$ cat src/rtl/regfile_pkg.sv
`default_nettype none
// ============================================================================
// Module   : regfile_pkg
// Brief    : Shared types, default parameters and helpers for regfile_mp.
// Revision : 1.0 - initial release
// ============================================================================
package regfile_pkg;

    localparam int c_DEF_WIDTH    = 32;
    localparam int c_DEF_DEPTH    = 32;
    localparam int c_DEF_NREAD    = 2;
    localparam int c_DEF_ZERO_REG = 1;

    typedef enum logic [0:0] {
        IDLE  = 1'b0,
        SWEEP = 1'b1
    } regfile_state_t;

    // A depth of 1 still needs a one-bit address so port widths stay legal.
    function automatic int addr_width(input int depth);
        return (depth > 1) ? $clog2(depth) : 1;
    endfunction

endpackage : regfile_pkg
`default_nettype wire

$ cat src/rtl/regfile_if.sv
`default_nettype none
// ============================================================================
// Module   : regfile_if
// Brief    : Write/read/control bundle between pipeline and regfile_mp.
// Revision : 1.0 - initial release
// ============================================================================
interface regfile_if
    import regfile_pkg::*;
#(
    parameter int WIDTH = c_DEF_WIDTH,
    parameter int DEPTH = c_DEF_DEPTH,
    parameter int NREAD = c_DEF_NREAD
);
    localparam int AW = addr_width(DEPTH);

    logic                   RegWrite;
    logic [AW-1:0]          WriteRegister;
    logic [WIDTH-1:0]       WriteData;
    logic [NREAD*AW-1:0]    ReadRegister;
    logic [NREAD*WIDTH-1:0] ReadData;
    logic                   Clear;
    logic                   Busy;
    logic                   WriteDrop;

    modport master (
        output RegWrite, WriteRegister, WriteData, ReadRegister, Clear,
        input  ReadData, Busy, WriteDrop
    );

    modport slave (
        input  RegWrite, WriteRegister, WriteData, ReadRegister, Clear,
        output ReadData, Busy, WriteDrop
    );

endinterface : regfile_if
`default_nettype wire

$ cat src/rtl/regfile_read_port.sv
`default_nettype none
// ============================================================================
// Module   : regfile_read_port
// Brief    : One combinational read port: address mux, optional write-first
//            bypass (REGFILE_BYPASS_EN) and zero/Busy masking.
// Revision : 1.0 - initial release
// ============================================================================
module regfile_read_port
    import regfile_pkg::*;
#(
    parameter int WIDTH    = c_DEF_WIDTH,
    parameter int DEPTH    = c_DEF_DEPTH,
    parameter int ZERO_REG = c_DEF_ZERO_REG,
    localparam int AW      = addr_width(DEPTH)
) (
    input  wire  [WIDTH-1:0] i_mem [DEPTH],
    input  wire  [AW-1:0]    i_rd_addr,
    input  wire              i_busy,
`ifdef REGFILE_BYPASS_EN
    input  wire              i_wr_en,
    input  wire  [AW-1:0]    i_wr_addr,
    input  wire  [WIDTH-1:0] i_wr_data,
`endif
    output logic [WIDTH-1:0] o_rd_data
);

    logic [WIDTH-1:0] w_raw;
    logic             w_zero;

    always_comb begin
        w_raw = i_mem[i_rd_addr];
`ifdef REGFILE_BYPASS_EN
        if (i_wr_en && !i_busy && (i_wr_addr == i_rd_addr)) begin
            w_raw = i_wr_data;
        end
`endif
    end

    assign w_zero    = i_busy || ((ZERO_REG != 0) && (i_rd_addr == '0));
    assign o_rd_data = w_zero ? '0 : w_raw;

endmodule : regfile_read_port
`default_nettype wire

$ cat src/rtl/regfile_mp.sv
`default_nettype none
// ============================================================================
// Module   : regfile_mp
// Brief    : Parametrised multi-read-port register file with a hardware
//            zeroing sweep after reset or Clear. Optional write-first read
//            bypass selected by REGFILE_BYPASS_EN.
// Revision : 1.0 - initial release
// ============================================================================
module regfile_mp
    import regfile_pkg::*;
#(
    parameter int WIDTH    = c_DEF_WIDTH,
    parameter int DEPTH    = c_DEF_DEPTH,
    parameter int NREAD    = c_DEF_NREAD,
    parameter int ZERO_REG = c_DEF_ZERO_REG
) (
    input wire        Clk,
    input wire        Reset_n,
    regfile_if.slave  bus
);

    localparam int            AW     = addr_width(DEPTH);
    localparam logic [AW-1:0] c_LAST = AW'(DEPTH - 1);

    regfile_state_t   r_state;
    regfile_state_t   w_state_nxt;
    logic [AW-1:0]    r_count;
    logic [WIDTH-1:0] r_mem [DEPTH];
    logic             r_write_drop;
    logic             w_busy;
    logic             w_user_we;
    logic             w_drop;
    logic [WIDTH-1:0] w_rd [NREAD];

    // State register
    always_ff @(posedge Clk or negedge Reset_n) begin
        if (!Reset_n) begin
            r_state <= SWEEP;
        end else begin
            r_state <= w_state_nxt;
        end
    end

    // Next-state logic
    always_comb begin
        w_state_nxt = r_state;
        case (r_state)
            IDLE:    if (bus.Clear)         w_state_nxt = SWEEP;
            SWEEP:   if (r_count == c_LAST) w_state_nxt = IDLE;
            default: w_state_nxt = SWEEP;
        endcase
    end

    // Output logic
    always_comb begin
        w_busy = (r_state == SWEEP);
    end

    // Counter wraps to zero naturally on the final sweep entry (DEPTH is 2^n).
    always_ff @(posedge Clk or negedge Reset_n) begin
        if (!Reset_n) begin
            r_count <= '0;
        end else if (w_busy) begin
            r_count <= r_count + 1'b1;
        end
    end

    assign w_user_we = !w_busy && bus.RegWrite && !bus.Clear &&
                       !((ZERO_REG != 0) && (bus.WriteRegister == '0));
    assign w_drop    = bus.RegWrite && (w_busy || bus.Clear);

    always_ff @(posedge Clk or negedge Reset_n) begin
        if (!Reset_n) begin
            r_write_drop <= 1'b0;
        end else begin
            r_write_drop <= w_drop;
        end
    end

    // Storage is reset-free so it can map onto RAM.
    always_ff @(posedge Clk) begin
        if (w_busy) begin
            r_mem[r_count] <= '0;
        end else if (w_user_we) begin
            r_mem[bus.WriteRegister] <= bus.WriteData;
        end
    end

    generate
        for (genvar k = 0; k < NREAD; k++) begin : g_read
            regfile_read_port #(
                .WIDTH    (WIDTH),
                .DEPTH    (DEPTH),
                .ZERO_REG (ZERO_REG)
            ) u_read_port (
                .i_mem     (r_mem),
                .i_rd_addr (bus.ReadRegister[k*AW +: AW]),
                .i_busy    (w_busy),
`ifdef REGFILE_BYPASS_EN
                .i_wr_en   (bus.RegWrite),
                .i_wr_addr (bus.WriteRegister),
                .i_wr_data (bus.WriteData),
`endif
                .o_rd_data (w_rd[k])
            );
            assign bus.ReadData[k*WIDTH +: WIDTH] = w_rd[k];
        end
    endgenerate

    assign bus.Busy      = w_busy;
    assign bus.WriteDrop = r_write_drop;

endmodule : regfile_mp
`default_nettype wire

$ cat src/flat_wrapper.sv
// flat-port wrapper written by rule: the top's interface ports become plain ports
module regfile_mp_flat import regfile_pkg::*;
#(
    parameter int WIDTH    = c_DEF_WIDTH,
    parameter int DEPTH    = c_DEF_DEPTH,
    parameter int NREAD    = c_DEF_NREAD,
    parameter int ZERO_REG = c_DEF_ZERO_REG
)
  (Clk, Reset_n, bus_RegWrite, bus_WriteRegister, bus_WriteData, bus_ReadRegister, bus_Clear, bus_ReadData, bus_Busy, bus_WriteDrop);
  regfile_if #(.WIDTH(WIDTH), .DEPTH(DEPTH), .NREAD(NREAD)) bus_i ();
  input wire Clk;
  input wire Reset_n;
  input wire logic [$bits(bus_i.RegWrite)-1:0] bus_RegWrite;
  input wire logic [$bits(bus_i.WriteRegister)-1:0] bus_WriteRegister;
  input wire logic [$bits(bus_i.WriteData)-1:0] bus_WriteData;
  input wire logic [$bits(bus_i.ReadRegister)-1:0] bus_ReadRegister;
  input wire logic [$bits(bus_i.Clear)-1:0] bus_Clear;
  output wire logic [$bits(bus_i.ReadData)-1:0] bus_ReadData;
  output wire logic [$bits(bus_i.Busy)-1:0] bus_Busy;
  output wire logic [$bits(bus_i.WriteDrop)-1:0] bus_WriteDrop;
  assign bus_i.RegWrite = bus_RegWrite;
  assign bus_i.WriteRegister = bus_WriteRegister;
  assign bus_i.WriteData = bus_WriteData;
  assign bus_i.ReadRegister = bus_ReadRegister;
  assign bus_i.Clear = bus_Clear;
  assign bus_ReadData = bus_i.ReadData;
  assign bus_Busy = bus_i.Busy;
  assign bus_WriteDrop = bus_i.WriteDrop;
  regfile_mp #(.WIDTH(WIDTH), .DEPTH(DEPTH), .NREAD(NREAD), .ZERO_REG(ZERO_REG)) u_core (.Clk(Clk), .Reset_n(Reset_n), .bus(bus_i));
endmodule
$ cat config.mk
export PLATFORM = sky130hd
export DESIGN_NAME = regfile_mp_flat
export DESIGN_NICKNAME = d
export VERILOG_FILES = /design/src/rtl/regfile_pkg.sv /design/src/rtl/regfile_if.sv /design/src/rtl/regfile_read_port.sv /design/src/rtl/regfile_mp.sv /design/src/flat_wrapper.sv
export SDC_FILE = /design/constraint.sdc
export NUM_CORES = 2
export LEC_CHECK = 0
export BUFFER_PORTS_ARGS = -buffer_cell sky130_fd_sc_hd__buf_2
export CAP_MARGIN = 20
export CORE_ASPECT_RATIO = 1.25
export CORE_MARGIN = 4
export CORE_UTILIZATION = 62
export CTS_BUF_LIST = sky130_fd_sc_hd__clkbuf_4
export DETAILED_ROUTE_END_ITERATION = 7
export PLACE_DENSITY = 0.79
export SETUP_SLACK_MARGIN = 0.05
export SLEW_MARGIN = 20
export SYNTH_ARGS = -nofsm -noshare
export SYNTH_HDL_FRONTEND = slang
export SYNTH_SLANG_ARGS = --single-unit
$ cat constraint.sdc
create_clock -name Clk -period 7.7 [get_ports Clk]
set_clock_uncertainty 0.1 [all_clocks]
set_input_delay 0.385 -clock Clk [delete_from_list [all_inputs] [get_ports Clk]]
set_output_delay 0.385 -clock Clk [all_outputs]
set_load 0.005 [all_outputs]
==> metrics.md <==
| Metric | Value |
|---|---|
| Total power | between 20 and 30 mW |
| DRC | 1 |
| CTS clock-pin slew for the worst setup and hold paths | roughly 0.09 ns |
| Initial Util | 0.627 |
| Leak | between 20 and 30 nW |
| Reg2Reg Depth | 3 |
| Final hold vios | 0 |
| Final setup viols | 0 |
| Tcrit/Tclk final | 0.719 |
| 1st-iter DRT viols | approximately 10k |
| Root buf cell | clkbuf_4 |
| Area grow syn2layout | 9.31% |
| Cts hold-fix bufs | 38 |
| Cells after Synth | 4445 |
| Critical path arrival | a little over 5 ns |
| DP Worst Slack | around 3.4 ns |
| Port Buffers | between 100 and 150 |
| Seq cells post-synth | between 1k and 1.5k |
| TritonCTS Buffers | around 280 |
| Die H | ~350 microns |
| Largest net degree at the start of global routing | ~120 |
| Highest clock rate | 0.181 GHz |
| Kind of critical path | register to output port |
| Power Dens Cells | around 400 nW/um^2 |
| CTS tree | done |
| Share of cells above drive strength 1 | 0.316 |
| Antenna violations before repair | 14 |
| Drt total wl | roughly 230 mm |
| Worst Tran Pin Value | around 1.2 ns |
| Critical path required time | 7.21 ns |
| Number of I/O pins | about 120 |
| Relative slew slack | 0.166 |
| Clk buf depth | 4 |
| Syn_nets | approximately 4.5k |
| Setup Buffers After CTS | 0 |
| Outcome | finished, violations left |
| Worst vdd ir | around 0.00028 V |
| GRT Overall Usage | 0.442 |
| Final instance area | between 60000 and 70000 sq um |
| Vias in the first global route | slightly below 50k |
| CTS H-tree depth | 5 |
| Placed Instance Area | 61400 sq um |
| DP HPWL | between 100 and 150 mm |
| Number of flops mapped to enable cells by yosys | 1024 |
| Finished Core Util | 0.685 |
| Failing checks | DRC |
| Vias per cell | 8.61 |
| Seq/Total Area, Yosys | 0.522 |
| Worst r2r src | u_core.bus.Busy |
| Final Non-Filler Cells | between 5k and 6k |
| Async S/R FF share, synth | 0.00679 |
| Final #Nets | about 4.5k |
| Unrepaired setup endpoints after global routing | no |
| Yosys cell types | a little under 50 |
| Drt wl/cell | around 40 microns |
| R2r setup slk | a little under 4 ns |
| Slew Viols, Final | 0 |
| Avg Inst Size Synth | around 13 sq um |
| Final GP Congestion | roughly 0.92 |
| First-pass GRT wire length | approximately 330 mm |
| Skew-Pair Late Insertion Delay | between 1 and 1.5 ns |
| Gr ovfl total | 0 |
| WHS | 0.163 ns |
| Remaining antenna violation count | 0 |
| Via count | a little over 50k |
| Sum Neg Setup Slack | 0 ns |
| Hold Crit Class | primary input to asynchronous set/reset pin |
| PnR worst setup slack | 2.17 ns |
| Die area | roughly 100000 sq um |
| Clock sinks | 1031 |
| Die Wd | about 280 microns |
| Worst setup EP type | output port |
| Core Region | approximately 95000 sq um |
| Min Tclk post-route | approximately 5.5 ns |
| Yosys Warn Count | 0 |
| Crit Path Max Fanout | 47 |
| Drt first pass iters | 8 |
| # resized after CTS | 0 |
| Max-Cap Viols | 0 |
| Mapped Area | about 59000 sq um |
| FP Rows | 126 |
| Capturing point of the worst reg2reg path | u_core.r_mem[482] |
| Ys flop type | edfxtp_1 |
| DP Cell Count | between 5k and 6k |
| CP startpoint kind | register |
cell families after synthesis:
group | synth area share
AO/OA/AOI/OAI | 0.209
flip-flops | 0.522
multiplexers | 0.170
AND/OR/NAND/NOR | 0.0577
buffers and inverters | 0.0402
adder cells (fa/ha/maj) | 0.00106
XOR/XNOR | 0.000443
cell usage in the layout, fill, tap and decap left out, drive strengths merged, types with 16 or more instances in the layout:
cell type / count
mux4: 252
buf: 294
nand3: 125
o21ai: 133
a22oi: 62
diode: 18
clkbuf: 374
a22o: 1026
mux2: 392
or3: 63
clkinv: 52
nor2b: 165
dlygate4sd3: 38
a21o: 27
edfxtp: 1024
a211oi: 128
o22ai: 132
a31oi: 16
nand2: 72
nor2: 37
nor3: 133
where the power goes:
| group | internal [mW] | total (mW) | switching [mW] |
|---|---|---|---|
| clock network | 2.21 | 4.61 | 2.40 |
| logic | 4.14 | 9.11 | 4.97 |
| registers | 9.94 | 12.1 | 2.17 |
registers in the layout (all words and copies together), names as in the netlist:
register	count
u_core.r_mem	1024
u_core.bus.Busy	1
u_core.bus.WriteDrop	1
u_core.r_count	5
worst max path at each step:
stage | from | end | slack (ns) | cells after the start
floorplan | bus_WriteRegister[3] | u_core.r_mem[896] | 3.77 | 3
global placement | bus_ReadRegister[0] | bus_ReadData[9] | 3.43 | 7
detailed placement | bus_ReadRegister[0] | bus_ReadData[9] | 3.44 | 7
CTS | u_core.bus.Busy | bus_ReadData[27] | 2.39 | 7
global route | u_core.bus.Busy | bus_ReadData[27] | 2.22 | 7
finish | u_core.bus.Busy | bus_ReadData[27] | 2.17 | 7
cell usage after synthesis (all sizes together) (3+ instances only):
cell type / number / share of area
a22o: 1026 / 0.15
edfxtp: 1024 / 0.52
clkbuf: 451 / 0.029
mux2: 392 / 0.074
mux4: 252 / 0.096
nor2b: 165 / 0.017
nor3: 133 / 0.011
o21ai: 133 / 0.011
o22ai: 132 / 0.014
a211oi: 128 / 0.016
buf: 126 / 0.011
nand3: 125 / 0.011
nand2: 72 / 0.0046
or3: 63 / 0.0066
a22oi: 62 / 0.0079
nor2: 37 / 0.0023
a21o: 27 / 0.0034
a31oi: 16 / 0.0017
a21oi: 13 / 0.0011
nand2b: 11 / 0.0012
dfrtp: 6 / 0.0025
nor4b: 6 / 0.0011
ha: 5 / 0.0011
or2: 5 / 0.00053
inv: 4 / 0.00025
o21ba: 4 / 0.00068
o31ai: 4 / 0.00051
a41oi: 3 / 0.00044
nand3b: 3 / 0.00038
final cells by class:
class                           count  area, sq um
Multi-Input combinational cell   2833        26900
Sequential cell                  1031        30900
Clock inverter                     53          208
Inverter                            4         16.3
Fill cell                        6461        29800
Antenna cell                       18         45.0
Clock buffer                      372         2790
Timing Repair Buffer              334         2380
Tap cell                         1216         1520
layer usage:
layer | vias up | part of all wire | GRT usage | wire [microns]
met2 | 6256 | 0.42 | 0.626 | 95300
met3 | 1634 | 0.19 | 0.219 | 43700
met5 | - | 0.00055 | 0.00385 | 126
met4 | 14 | 0.090 | 0.302 | 20500
li1 | 18624 | - | - | -
met1 | 23922 | 0.30 | 0.530 | 69200
worst max-delay path, stage by stage, from the launching register on:
cell and delay (ns):
dfstp_4 1.23, buf_4 0.63, nor4b_4 0.22, buf_4 0.32, a22oi_1 0.57, nand3_1 0.24, or3_1 0.38, buf_2 0.14
No activity file was read; power rests on OpenSTA's default activity.
